===== config.mk =====
export PLATFORM = sky130hd
export DESIGN_NAME = cpu_stage_seq
export DESIGN_NICKNAME = d
export VERILOG_FILES = /design/src/rtl/cpu_stage_seq.sv
export SDC_FILE = /design/constraint.sdc
export NUM_CORES = 1
export LEC_CHECK = 0
export CORE_MARGIN = 2
export CORE_UTILIZATION = 30
export DETAILED_ROUTE_END_ITERATION = 10
export DONT_BUFFER_PORTS = 1
export REMOVE_ABC_BUFFERS = 1
export SLEW_MARGIN = 20
export SYNTH_ARGS = -nofsm -noshare
export SYNTH_HDL_FRONTEND = slang
export SYNTH_SLANG_ARGS = --single-unit
export TNS_END_PERCENT = 30

===== constraint.sdc =====
create_clock -name clk -period 1.4 [get_ports clk]
set_input_delay 0 -clock clk [delete_from_list [all_inputs] [get_ports clk]]
set_output_delay 0 -clock clk [all_outputs]
set_load 0.01 [all_outputs]

===== src/rtl/cpu_stage_seq.sv =====
// Multicycle control sequencer for the riscv32 custom_cpu.
// Walks each instruction through IF/IW/ID/EX/(ST|LD/RDW)/WB. It drives the
// instruction and data memory handshakes and the writeback completion pulse.
// Optional performance counters are enabled with `define CPU_SEQ_PERF_CNT_EN.
module cpu_stage_seq #(
    parameter int unsigned CNT_W = 32
) (
    input  logic             clk,
    input  logic             rst,
    input  logic             Inst_Req_Ready,
    input  logic             Inst_Valid,
    input  logic             Mem_Req_Ready,
    input  logic             Read_data_Valid,
    input  logic             dec_nop,
    input  logic             dec_load,
    input  logic             dec_store,
    input  logic             dec_rf_wen,
    output logic             Inst_Req_Valid,
    output logic             Inst_Ready,
    output logic             MemRead,
    output logic             MemWrite,
    output logic             Read_data_Ready,
    output logic             IR_wen,
    output logic             PC_wen,
    output logic             complete_wb,
    output logic [8:0]       state,
    output logic [CNT_W-1:0] cycle_cnt,
    output logic [CNT_W-1:0] retire_cnt
);

    localparam int unsigned STATE_W = 9;

    typedef enum logic [STATE_W-1:0] {
        S_INIT = 9'h001,
        S_IF   = 9'h002,
        S_IW   = 9'h004,
        S_ID   = 9'h008,
        S_EX   = 9'h010,
        S_ST   = 9'h020,
        S_LD   = 9'h040,
        S_RDW  = 9'h080,
        S_WB   = 9'h100
    } state_e;

    state_e state_q;
    state_e state_d;

    assign state = state_q;

    // State register; reset parks the sequencer in INIT so every output decodes to idle.
    always_ff @(posedge clk or negedge rst) begin
        if (!rst) begin
            state_q <= S_INIT;
        end else begin
            state_q <= state_d;
        end
    end

    // Next-state and Moore output decode; IR_wen and the NOP PC_wen also look at the input they qualify.
    always_comb begin
        state_d         = S_INIT;
        Inst_Req_Valid  = 1'b0;
        Inst_Ready      = 1'b0;
        MemRead         = 1'b0;
        MemWrite        = 1'b0;
        Read_data_Ready = 1'b0;
        IR_wen          = 1'b0;
        PC_wen          = 1'b0;
        complete_wb     = 1'b0;
        case (state_q)
            S_INIT: state_d = S_IF;
            S_IF: begin
                Inst_Req_Valid = 1'b1;
                state_d        = Inst_Req_Ready ? S_IW : S_IF;
            end
            S_IW: begin
                Inst_Ready = 1'b1;
                IR_wen     = Inst_Valid;
                state_d    = Inst_Valid ? S_ID : S_IW;
            end
            S_ID: begin
                PC_wen  = dec_nop;
                state_d = dec_nop ? S_IF : S_EX;
            end
            S_EX: begin
                PC_wen = 1'b1;
                if (dec_load) begin
                    state_d = S_LD;
                end else if (dec_store) begin
                    state_d = S_ST;
                end else if (dec_rf_wen) begin
                    state_d = S_WB;
                end else begin
                    state_d = S_IF;
                end
            end
            S_ST: begin
                MemWrite = 1'b1;
                state_d  = Mem_Req_Ready ? S_IF : S_ST;
            end
            S_LD: begin
                MemRead = 1'b1;
                state_d = Mem_Req_Ready ? S_RDW : S_LD;
            end
            S_RDW: begin
                Read_data_Ready = 1'b1;
                state_d         = Read_data_Valid ? S_WB : S_RDW;
            end
            S_WB: begin
                complete_wb = 1'b1;
                state_d     = S_IF;
            end
            default: state_d = S_INIT;
        endcase
    end

`ifdef CPU_SEQ_PERF_CNT_EN
    logic             retire_c;
    logic [CNT_W-1:0] cycle_cnt_q;
    logic [CNT_W-1:0] retire_cnt_q;

    // An instruction retires in WB, on an accepted store, on EX straight back to IF, or on a NOP in ID.
    always_comb begin
        retire_c = 1'b0;
        case (state_q)
            S_WB:    retire_c = 1'b1;
            S_ST:    retire_c = Mem_Req_Ready;
            S_EX:    retire_c = !dec_load && !dec_store && !dec_rf_wen;
            S_ID:    retire_c = dec_nop;
            default: retire_c = 1'b0;
        endcase
    end

    // Free-running cycle and retire counters, wrapping naturally.
    always_ff @(posedge clk or negedge rst) begin
        if (!rst) begin
            cycle_cnt_q  <= '0;
            retire_cnt_q <= '0;
        end else begin
            cycle_cnt_q <= cycle_cnt_q + CNT_W'(1);
            if (retire_c) begin
                retire_cnt_q <= retire_cnt_q + CNT_W'(1);
            end
        end
    end

    assign cycle_cnt  = cycle_cnt_q;
    assign retire_cnt = retire_cnt_q;
`else
    assign cycle_cnt  = '0;
    assign retire_cnt = '0;
`endif

endmodule


Word level (Yosys, flattened, before mapping)
Cells that the tools add are included.

Muxes and demuxes: 18. Equality and inequality tests: 9. Reductions and logical operators: 1.

Operators with widths (number): case mux 9 bit (8 select lines) (1); 2-to-1 mux 9 bit (4); == test 9 x 1 -> 1 bit (second input constant) (1); == test 9 x 2 -> 1 bit (second input constant) (1); == test 9 x 3 -> 1 bit (second input constant) (1); == test 9 x 4 -> 1 bit (second input constant) (1); == test 9 x 5 -> 1 bit (second input constant) (1); == test 9 x 6 -> 1 bit (second input constant) (1); == test 9 x 7 -> 1 bit (second input constant) (1); == test 9 x 8 -> 1 bit (second input constant) (1); == test 9 bit (second input constant) (1); 2-to-1 mux 8 bit (1); 2-to-1 mux 1 bit (7); 2-to-1 mux 6 bit (1); 2-to-1 mux 5 bit (1); 2-to-1 mux 4 bit (1); 2-to-1 mux 3 bit (1); case mux 1 bit (2 select lines) (1); OR reduction 2 bit (1).

Word-level logic and storage cells: 29. Register bits: 9. Input bits: 10. Output and inout port bits: 81.

Logic depth before layout (Yosys ltp)
Gate-level depths: netlist of run 1.

Depth in word-level cells: 4. Mapped depth: 5. Depth with buffers taken out: 4.

Worst setup path before layout of run 1
No wires, ideal clock.

Path type: reg-to-reg. Start: register state_q[1] (netlist: state[1]). End: register state_q[8] (netlist: state[8]). Cell stages (with the launch flop): 6. Path buffers: 1. Clock period less this slack: 1505 ps. Setup slack: -105 ps. Arrival time: 1437 ps. Cell sequence: dfrtp_1 -> buf_6 -> nor3_4 -> nand3_4 -> nor3b_2 -> a32o_1.

Cells in the longest elaborated chain, start to end: 3. Elaborated cells on any way between the ends: 11.

Ends and longest elaborated chain: start: declaration (RTL line 45) `state_e state_q;`; start signal: assignment (RTL line 55) `state_q <= state_d;`; == test 9 bit / == test 9 x 1 -> 1 bit (equally long branches) (RTL line 70) `case (state_q)`; OR reduction 2 bit (no source line); case mux 9 bit (8 select lines) (*) (RTL line 70); via state_d[8] (RTL line 46) `state_e state_d;`.

The timed path passes the listed nets; every way through them passes the cells marked *.

Final worst setup path of run 1
Start: register state_q[6] (netlist: state[6]). End: output port complete_wb.

Cells in the longest elaborated chain, start to end: 2.

Ends and longest elaborated chain: == test 9 bit (RTL line 70); 2-to-1 mux 1 bit (RTL line 70); end: declaration (RTL line 25) `output logic complete_wb,`.

No other way between the ends.

==> results of run 1 <==
cell families after synthesis:
kind of cell           Yosys count
flip-flops                       9
AND/OR/NAND/NOR                 39
XOR/XNOR                         2
other                            1
buffers and inverters           70
AO/OA/AOI/OAI                   11
cell usage in the layout (no fill, tap or decap), types with 2 or more instances in the layout:
| cell type | n |
|---|---|
| sky130_fd_sc_hd__o21ai_0 | 2 |
| sky130_fd_sc_hd__nand3b_1 | 3 |
| sky130_fd_sc_hd__buf_4 | 25 |
| sky130_fd_sc_hd__nor3_1 | 2 |
| sky130_fd_sc_hd__nand4_1 | 2 |
| sky130_fd_sc_hd__dlygate4sd3_1 | 9 |
| sky130_fd_sc_hd__inv_1 | 3 |
| sky130_fd_sc_hd__dfrtp_1 | 4 |
| sky130_fd_sc_hd__clkbuf_8 | 3 |
| sky130_fd_sc_hd__nand3_1 | 2 |
| sky130_fd_sc_hd__conb_1 | 64 |
| sky130_fd_sc_hd__nor2_1 | 7 |
| sky130_fd_sc_hd__nand2_1 | 4 |
| sky130_fd_sc_hd__and3_1 | 2 |
| sky130_fd_sc_hd__dfrtp_2 | 4 |
| sky130_fd_sc_hd__o211ai_1 | 2 |
| sky130_fd_sc_hd__nor3b_4 | 2 |
worst max-delay path: cells and delay by family, from the launching register on:
family	cells	cell delay (ns)
buffers and inverters	1	0.19
flip-flops	1	0.43
AND/OR/NAND/NOR	2	0.61
path summary, 6_finish.rpt:
check,from,endpoint,cells after the start
hold reg to reg,state[2],state[4],2
hold / removal,dec_rf_wen,state[1],2
setup reg to reg,state[8],state[8],5
min in group asynchronous,rst,state[4],1
max in group asynchronous,rst,state[0],1
setup / recovery,state[6],complete_wb,3
per-stage QoR:
step / power (mW) / hold WS (ns) / setup slack (ns)
after global routing: 1.584 / 0.02103 / -0.1468
after CTS: 1.460 / 0.01134 / -0.08114
final: 1.481 / 0.01715 / -0.07970
after global placement: 1.066 / -0.2952 / -0.02808
after detailed placement: 1.066 / -0.2951 / -0.02535
after floorplan: 0.8187 / -0.2956 / -0.07836
what timing repair did:
| item | in CTS | in global routing |
|---|---|---|
| pin swaps | 7 | 4 |
| hold buffers | 9 | 0 |
| setup buffers | 4 | 0 |
| endpoints found under the setup margin | 10 | 12 |
| gates resized for setup | 9 | 5 |
| endpoints found under the hold margin | 17 | 0 |
per-layer routing:
layer	vias to the layer above	part of all wire	routed length, um
met5	-	0	0
met2	65	0.43	1058
met3	5	0.14	341
met4	0	0.023	57
met1	371	0.40	982
li1	391	-	-
power by group:
group	internal [mW]	switching (mW)
Combinational	0.370	0.405
Clock	0.200	0.117
Sequential	0.320	0.0701
area by class of cell:
type / count / area (um^2) / area share
clock buffers: 4 / 45.04 / 0.03485
inverters: 4 / 15.01 / 0.01162
multi-input cells: 116 / 651.9 / 0.5044
flip-flops and latches: 9 / 231.5 / 0.1791
well taps: 48 / 60.06 / 0.04647
repair buffers: 35 / 289.0 / 0.2236
==> flow_results.org, run 1 <==
** Yosys
- Of the total synthesized cell area, the portion taken by XOR and XNOR cells is 0.01563.
- Ys async rst share :: 1.000
- Synthesis warning total :: 0
- Of the post-synthesis cell area, the part taken by muxes is 0.
- Of the total synthesized cell area, the portion taken by AND, OR, NAND and NOR gates is 0.2478.
- Flops & latches, synth :: 9
- The synthesized netlist contains 38 unique library cells.
- In the synthesized netlist, the number of instances is 132.
- Combinational family with the most area after synthesis :: buffers and inverters
- Avg Inst Size Synth :: 8.493 um^2
- In this run, synthesis inferred 0 flip-flops with an integrated enable.
- By count the netlist is led by 64 x sky130_fd_sc_hd__buf_4, 8 x sky130_fd_sc_hd__dfrtp_1, 8 x sky130_fd_sc_hd__nor2_1.
- Post-synthesis share of cell area spent on full adders, half adders and majority gates :: 0
- The largest total area in the synthesized netlist belongs to sky130_fd_sc_hd__buf_4.
- The share of the Yosys chip area taken by registers is 0.2020.
- Area fraction in compound gates after synthesis :: 0.07478
- The mapped netlist covers 0.001121 mm^2.
- Top area cells in the synthesized netlist :: sky130_fd_sc_hd__buf_4 43%, sky130_fd_sc_hd__dfrtp_1 18%, sky130_fd_sc_hd__nor2_1 2.7%
- Among all flip-flop cells after synthesis, the most frequent one is sky130_fd_sc_hd__dfrtp_1.
- Of the post-synthesis cell area, the dominant cell type holds 0.4286.
- In the post-synthesis netlist, the cell with the most instances is sky130_fd_sc_hd__buf_4.

** Status
- The flow ran to the end, but the final reports show violations.
- The checks that failed: negative setup slack.

** Detailed routing
- Pre-Repair DR Iteration Count :: 4
- Mean number of vias per cell :: 3.852
- Routed wirelength normalized by instance count :: 11.30 um
- DRC Markers :: 0
- The routed design has 2440 um of wire.
- The detailed router finished its first iteration with 26 violations.
- Once detail routing completed, the nets flagged for antenna violations numbered 0.
- Vias after detailed routing :: 832

** Critical path
- The critical path is of the flip-flop to output port type.
- The signal on the critical path passes through nor4_4 > buf_4 > and4_4.
- Data on the critical path is required at its endpoint by 1.40 ns.
- Critical path arrival :: 1.48 ns
- CP endpoint kind :: output port
- Slowest cell on the critical path :: sky130_fd_sc_hd__dfrtp_2
- Along the worst path, the maximum fanout reaches 4.
- Startpoint kind of the worst setup timing path :: flip-flop
- Stage delay of the slowest cell on the critical path :: 0.43 ns
- Setup slack on the worst reg-to-reg path comes out at 0 ns.

** Floorplan
- Number of placement rows :: 22
- Chip width :: 65.13 um
- In this run the vertical extent of the chip is 65.13 um.
- The die covers 0.004242 mm^2.
- In this run the standard cell core region covers 0.003633 mm^2.
- The initial utilization of the core area, before any placement, comes to 0.3085.
- I/O pin count :: 91

** Final layout
- From synthesis to final layout, the design area changed by 15.29%.
- After filler insertion, the fill cell instance count of the layout stands at 407.
- Finished Core Util :: 0.3557
- Area of all placed cells without fillers :: 0.001292 mm^2
- Non-filler cells in the finished layout :: 216
- Layout net count :: 179
- Flip-flop count of the largest register, all copies and words added :: 9
- In the final layout, the share of cells above drive strength 1 is 0.2798.
- Antenna Diode Count :: 0

** CTS
- TritonCTS created 3 clock buffers.
- After clock tree synthesis, the clock-pin slew on the worst setup and hold paths is 0.05 ns.
- Clock latency on the worst-skew pair, taken at its later pin, is 0.24 ns.
- TritonCTS sink count :: 9
- The root buffer cell chosen for the clock tree is sky130_fd_sc_hd__clkbuf_8.
- TritonCTS built the clock tree.
- In this run the deepest clock path goes through 2 buffers.
- Number of H-tree branching levels :: 1

** STA
- Static timing analysis puts the maximum clock frequency at 675.8 MHz.
- Total setup violations reported at the end of the flow :: 7
- Setup repair after global routing missed its margin :: true
- Across the routed clock network, the largest skew measured is 0.002191 ns.
- Minimum clock period :: 1.480 ns
- Setup slack on the critical path of the routed design comes to -0.07970 ns.
- Max-slew violation count :: 0
- The final hold violation count came to 0.
- Summed over all failing endpoints, the final setup total negative slack is -0.3033 ns.
- Dividing the final minimum period by the clock period gives 1.057.

** Global routing
- Grt peak-use layer :: met2
- Antenna violations before repair :: 0
- In the global route stage, met1 resource usage came out at 0.1555.
- Total grt overflow :: 0
- Maximum number of pins on one net before global-route repair :: 10
- Vias in the first global route :: 730
- Wire length of the first global-routing pass :: 3636 um
- Met3 demand-to-capacity share in global routing :: 0.03938
- In the global route stage, overall resource usage came out at 0.1194.
- For this run, global-route usage on met2 was measured as 0.1675.

** Placed design
- DP Cell Count :: 199
- The count of buffers added on input and output ports is 0.
- HPWL Detailed :: 1854 um
- Once placement finished, the instance area stood at 0.001086 mm^2.
- Routability-driven placement finished with a final weighted congestion of 0.8096.

** Run
- The tool flagged a number of max-cap violations equal to 0.

** Power
- The analysis attributes to cell leakage a power of 0.6704 nW.
- VDD IR max :: 0.0003741 V
- Total power divided by cell area :: 1146 mW/mm^2

** Worst hold path
- The worst hold path belongs to the class input pin to flip-flop.
(Power assumes the default switching activity.)
==> run 2, diff against run 1 <==
- CORE_ASPECT_RATIO: default -> 0.5
- clock period: 1.4 -> 1.34 ns (I/O delays scaled with it)
==> run 2 against run 1 <==
Net effect:
- the flow still finishes with violations (negative setup slack)
- non-clock buffer count is 14 higher
- routed wire length grew 9.5%
- total power grew 15%
- first-iteration DRC count increased to 2.8 times the previous value
- critical path type unchanged
- core utilization increased by 4.9 points
- critical path depth rose by 1
- register-to-register slack worse by 0.14 ns
==> flow_results.org, run 2 (same netlist as run 1, synthesis figures left out) <==
** Status
- The run finished, with violations left.
- Violated checks :: negative setup slack

** Global routing
- Across every metal layer, demand over resource in global routing totals 0.1193.
- Total grt overflow :: 0
- The number of antenna violations at the first check in global routing was 0.
- Wire length of the first global-routing pass :: 3919 um
- The via count of the first global-routing pass was 786.
- Entering global routing, the biggest net connects 10 pins.

** Final layout
- Layout net count :: 193
- Flip-flop count of the largest register, all copies and words added :: 9
- In the final layout, the share of cells above drive strength 1 is 0.3297.
- Counting the fill cells in the layout gives 339.
- Relative to the synthesized area, the layout overhead comes to 26.79%.
- The number of antenna diodes in the final layout is 0.
- The top cell types in the final layout, fill and taps aside, are 64 x sky130_fd_sc_hd__conb_1, 36 x sky130_fd_sc_hd__buf_4, 9 x sky130_fd_sc_hd__dlygate4sd3_1.
- Leading cell type in the layout, fill and taps excluded :: sky130_fd_sc_hd__conb_1

** Detailed routing
- Pre-Repair DR Iteration Count :: 4
- Routed wirelength normalized by instance count :: 11.46 um
- The first routing iteration left 73 violations.
- Total routed wirelength :: 2671 um
- After detailed routing, the number of remaining DRC violations is 0.
- Once detail routing completed, the nets flagged for antenna violations numbered 0.
- Mean number of vias per cell :: 4.133
- Vias after detailed routing :: 963

** Placed design
- Port Buf Inserts :: 0
- HPWL Detailed :: 1832 um
- OpenSTA, run right after detailed placement, puts the worst setup slack at -0.09130 ns.
- Routability-driven placement finished with a final weighted congestion of 0.8359.

** STA
- Setup violations remaining at the end of the flow were counted as 13.
- After layout, the minimum clock period comes to 1.505 ns.
- Hold timing on the final database bottoms out at a slack of 0.009187 ns.
- In the finished design, the share of the clock period the worst path needs comes to 1.123.
- Clock skew on the completed layout was measured at 0.001430 ns.
- Max Freq :: 664.6 MHz
- Setup repair after global routing could not meet its margin everywhere.
- Max-slew violation count :: 0
- The final hold violation count is 0.
- In the post-route analysis, the smallest setup slack over all paths is -0.1646 ns.

** CTS
- CTS tree :: yes
- Clock edge transition at the registers on the reported setup and hold paths :: 0.05 ns
- TritonCTS sink count :: 9
- CTS built an H-tree with a depth of 1.
- The clock passes through at most 2 buffers.
- In this run, CTS created clock tree buffers numbering 3.
- Insertion delay to the later sink of the worst-skew pair :: 0.24 ns
- Clock Tree Root :: sky130_fd_sc_hd__clkbuf_8

** Run
- Number of maximum-capacitance violations :: 0

** Critical path
- Crit path kind :: flip-flop to output port
- Worst EP required :: 1.34 ns
- Worst Path Max Fanout :: 5
- R2r startpoint :: state[6]
- CP endpoint kind :: output port
- The critical path starts at state[8].
- Critical path arrival :: 1.50 ns
- STA classifies the critical path startpoint as a flip-flop.
- The worst register-to-register path has a depth of 5.
- Critical register-to-register path endpoint :: state[0]
- Critical path destination :: Read_data_Ready
- The worst register-to-register path has a setup slack of -0.14 ns.

** Worst hold path
- Class of the tightest hold or removal check :: input pin to flip-flop
- Hold Path Stages :: 3
- Hold_sp :: dec_load

** Floorplan
- The die is 90.45 um wide.
- The die covers 0.004272 mm^2.
- In this run the core area contains 15 standard-cell rows.
- The region available for standard cell placement spans 0.003510 mm^2.
- For this design the top-level I/O count stands at 91.
- In this run the vertical extent of the chip is 47.23 um.
- Starting density of the core :: 0.3194

** Power
- The analysis attributes to cell leakage a power of 0.7495 nW.
- IR analysis of the VDD net gives a maximum drop of 0.0003621 V.
- Total power divided by cell area :: 1202 mW/mm^2
## run 2: cell count changes in the layout (fill, tap and decap cells not counted), sizes merged
cell and change:
buf +14
## run 2: worst min path at each step
| stage | to | slack (ns) |
|---|---|---|
| 3_3_place_gp | state[8] | -0.30 |
| 2_1_floorplan | state[1] | -0.30 |
| 5_1_grt | state[1] | 0.04 |
| 6_report | state[5] | 0.009 |
| 4_1_cts | state[1] | 0.004 |
| 3_5_place_dp | state[8] | -0.30 |
## run 2: repair_timing
action	CTS	global route
pin swaps	11	8
gates resized for setup	11	5
setup buffers	7	2
setup endpoints to repair	13	14
hold buffers	9	0
hold endpoints to repair	17	0
## run 2: critical path, cell delays in order (launching register included)
cell                      delay (ns)
sky130_fd_sc_hd__dfrtp_1        0.41
sky130_fd_sc_hd__nor3_4         0.31
sky130_fd_sc_hd__nand3_4        0.15
sky130_fd_sc_hd__nor3b_4        0.23
sky130_fd_sc_hd__buf_4          0.16
## run 2: routing by layer
| layer | wire [um] | part of all wire | track usage |
|---|---|---|---|
| met5 | 0 | 0 | 0 |
| met3 | 223 | 0.083 | 0.02087 |
| met4 | 43 | 0.016 | 0.04615 |
| met2 | 1458 | 0.55 | 0.2617 |
| met1 | 946 | 0.35 | 0.1211 |
## run 2: layout make-up
| type | count | area, um^2 | share of cell area |
|---|---|---|---|
| multi-input combinational | 116 | 664.4 | 0.4674 |
| timing repair buffer | 49 | 405.4 | 0.2852 |
| sequential | 9 | 227.7 | 0.1602 |
| tap | 51 | 63.81 | 0.04489 |
| clock buffer | 4 | 45.04 | 0.03169 |
| inverter | 4 | 15.01 | 0.01056 |
## run 2: power by group
group / total, mW / switching, mW / leakage (nW) / internal, mW
combinational: 0.975 / 0.486 / 0.608 / 0.490
sequential: 0.401 / 0.0713 / 0.119 / 0.330
clock: 0.332 / 0.123 / 0.0228 / 0.209
total: 1.71 / 0.680 / 0.750 / 1.03
## run 2: metrics by stage
| stage | setup TNS (ns) | total power, mW | utilization | instance area [um^2] | cells |
|---|---|---|---|---|---|
| 4_1_cts | -1.387 | 1.643 | 0.3939 | 1383 | 231 |
| 6_report | -1.498 | 1.708 | 0.4050 | 1421 | 233 |
| 5_1_grt | -2.435 | 1.796 | 0.4050 | 1421 | 233 |
| 2_1_floorplan | -0.3558 | 0.8554 | - | 860.8 | 129 |
| 3_5_place_dp | -0.2850 | 1.164 | 0.3298 | 1157 | 211 |
| 3_3_place_gp | -0.4022 | 1.153 | 0.3298 | 1157 | 211 |
==> run 3, diff against run 2 <==
- SLEW_MARGIN: 20 -> default
- clock period: 1.34 -> 1.7 ns (I/O delays scaled with it)
==> run 3 against run 2 <==
Net effect:
- the run now ends clean
- clock skew grew 0.0060 ns
- cell count shrank 12%
- sequential power shrank 11%
- total power shrank 36%
- register-to-register slack gained 0.21 ns
- routed wire length shrank 18%
- clock-buffer cell count is the same
- die area is the same
- global-route usage shrank 2.7 points
==> flow_results.org, run 3 (same netlist as run 1, synthesis figures left out) <==
** Critical path
- The worst register-to-register path ends at state[0].
- Crit path kind :: flip-flop to output port
- STA classifies the critical path endpoint as an output port.
- Critical path arrival :: 1.64 ns
- Setup slack on the worst reg-to-reg path comes out at 0.07 ns.
- In this run the critical register-to-register path is launched from state[0].
- The critical path goes through nor3_4 > nand3_4 > nor3b_4 > buf_6.
- Slowest cell on the critical path :: sky130_fd_sc_hd__dfrtp_2
- Stage delay of the slowest cell on the critical path :: 0.47 ns
- In this run the worst path has a maximum fanout of 8.
- Startpoint kind of the worst setup timing path :: flip-flop
- Worst EP required :: 1.70 ns
- Measured in cells, the most critical reg-to-reg path has a length of 5.

** CTS
- No sink is reached through more buffers than the 2 on the longest clock path.
- Clock Tree Root :: sky130_fd_sc_hd__clkbuf_8
- Insertion delay to the later sink of the worst-skew pair :: 0.24 ns
- Number of H-tree branching levels :: 1
- CTS tree :: yes
- Number of clock buffers inserted by TritonCTS :: 3
- Clock edge transition at the registers on the reported setup and hold paths :: 0.05 ns
- TritonCTS sink count :: 9

** Global routing
- Total grt overflow :: 0
- The first global-routing pass estimated 2953 um of wire.
- Total Routing Usage GR :: 0.09180
- Vias in the first global route :: 616
- Antenna violations before repair :: 0
- Maximum number of pins on one net before global-route repair :: 10

** Worst hold path
- Hold_sp :: dec_load
- Hold-critical path endpoint :: state[5]
- In this run the worst hold path is classified as input pin to flip-flop.
- The worst hold path was traced through 3 stages.

** Floorplan
- Measured along the x axis, the die boundary spans 90.45 um.
- Number of placement rows :: 15
- Die height :: 47.23 um
- Die Area :: 0.004272 mm^2
- I/O pin count :: 91
- For this configuration, the core starts out at a cell density of 0.3194.
- The core region is 0.003510 mm^2.

** Placed design
- HPWL Detailed :: 1636 um
- Routability-driven placement finished with a final weighted congestion of 0.8500.
- Worst slack at placement :: 0.1169 ns
- The count of buffers added on input and output ports is 0.
- DP Cell Count :: 187

** Detailed routing
- Number of DRC markers in iteration 0 :: 78
- Across all layers, the routed design uses 799 vias.
- DRC Markers :: 0
- Post-detailed-route count of antenna-violating nets :: 0
- Dividing the detail-routed wire length by the instance count gives 10.67 um.
- Mean number of vias per cell :: 3.917
- Total routed wirelength :: 2177 um
- The first TritonRoute pass finished after 4 iterations.

** Final layout
- The top cell types in the final layout, fill and taps aside, are 64 x sky130_fd_sc_hd__conb_1, 9 x sky130_fd_sc_hd__dlygate4sd3_1, 9 x sky130_fd_sc_hd__buf_4.
- Flip-flop count of the largest register, all copies and words added :: 9
- Non-filler cells in the finished layout :: 204
- In the final design database the tool counted 164 nets.
- Leaving out fill and tap cells, the most frequent cell in the layout is sky130_fd_sc_hd__conb_1.
- Antenna Diode Count :: 0
- Fraction of layout cells with a size suffix above 1 :: 0.1503
- Synth-to-layout area growth :: 3.571%

** Power
- The worst-case IR drop observed on VDD is 0.0003207 V.
- Static leakage :: 0.5928 nW
- Part of the power in registers :: 0.323
- Combinational share of power :: 0.443
- Total power divided by cell area :: 944.1 mW/mm^2
- The share of total power dissipated in the clock network is 0.234.
- The internal portion of the total power is 633.2 uW.
- Net switching fraction of the power :: 0.4224
- Net switching power figure :: 463.0 uW

** STA
- Total setup violations reported at the end of the flow :: 0
- The final hold violation count came to 0.
- For the final database, setup skew stands at 0.007454 ns.
- Max-slew violation count :: 0
- Final worst slack :: 0.06395 ns
- Minimum clock period :: 1.636 ns
- Of the available clock period, the critical path in the final layout requires 0.9624.
- Setup repair after global routing missed its margin :: true
- Final hold analysis gives a worst-case slack of 0.01516 ns.
- Timing would allow up to 611.2 MHz.

** Status
- The run finished with clean final reports.

** Run
- Number of maximum-capacitance violations :: 0
[run 3: cell types whose count changed in the layout (fill, tap and decap cells not counted), moves of 2 or more]
cell                     before  now
sky130_fd_sc_hd__and3_1       0    2
sky130_fd_sc_hd__and3_4       2    0
sky130_fd_sc_hd__buf_4       36    9
sky130_fd_sc_hd__buf_6        4    1
[run 3: cell type report]
class | count | area (um^2)
well taps | 51 | 63.81
repair buffers | 20 | 178.9
inverters | 4 | 15.01
clock buffers | 4 | 45.04
multi-input cells | 116 | 630.6
fillers | 347 | 2349
flip-flops and latches | 9 | 227.7
[run 3: through the flow]
stage	instance area [um^2]	setup TNS (ns)	util	power, mW
floorplan	860.8	0	-	0.6742
global placement	977.2	0	0.2784	0.7455
detailed placement	977.2	0	0.2784	0.7543
CTS	1124	0	0.3201	1.060
global route	1161	-0.03064	0.3308	1.161
finish	1161	0	0.3308	1.096
[run 3: timing repair]
action	in CTS	in global routing
pin swaps	1	4
hold buffers	9	0
setup endpoints to repair	1	3
buffers inserted	1	3
hold endpoints to repair	17	0
gates cloned	0	0
gates resized for setup	2	3
[run 3: power by group through the flow]
stage	clock (mW)	combinational (mW)	sequential, mW
2_1_floorplan	0	0.328	0.346
3_3_place_gp	0	0.388	0.357
3_5_place_dp	0	0.396	0.359
4_1_cts	0.260	0.442	0.358
5_1_grt	0.267	0.533	0.360
6_report	0.256	0.485	0.355
[run 3: worst max path at each step]
stage	slack (ns)	start	endpoint	cells after the start
floorplan	0.22	state[8]	state[8]	4
global placement	0.11	state[0]	state[0]	4
detailed placement	0.12	state[0]	state[0]	4
CTS	0.03	state[1]	IR_wen	4
global route	-0.02	state[1]	IR_wen	4
finish	0.06	state[1]	Read_data_Ready	4
[run 3: routing by layer]
metal / share of wire / GRT usage
met5: 0 / 0
met4: 0.028 / 0.07385
met3: 0.094 / 0.004815
met2: 0.53 / 0.1880
met1: 0.35 / 0.09647
[run 3: critical path: cells and delay by family (launching register included)]
kind,cells,cell delay (ns)
buf+inv,1,0.15
flops,1,0.47
simple gates,3,0.78
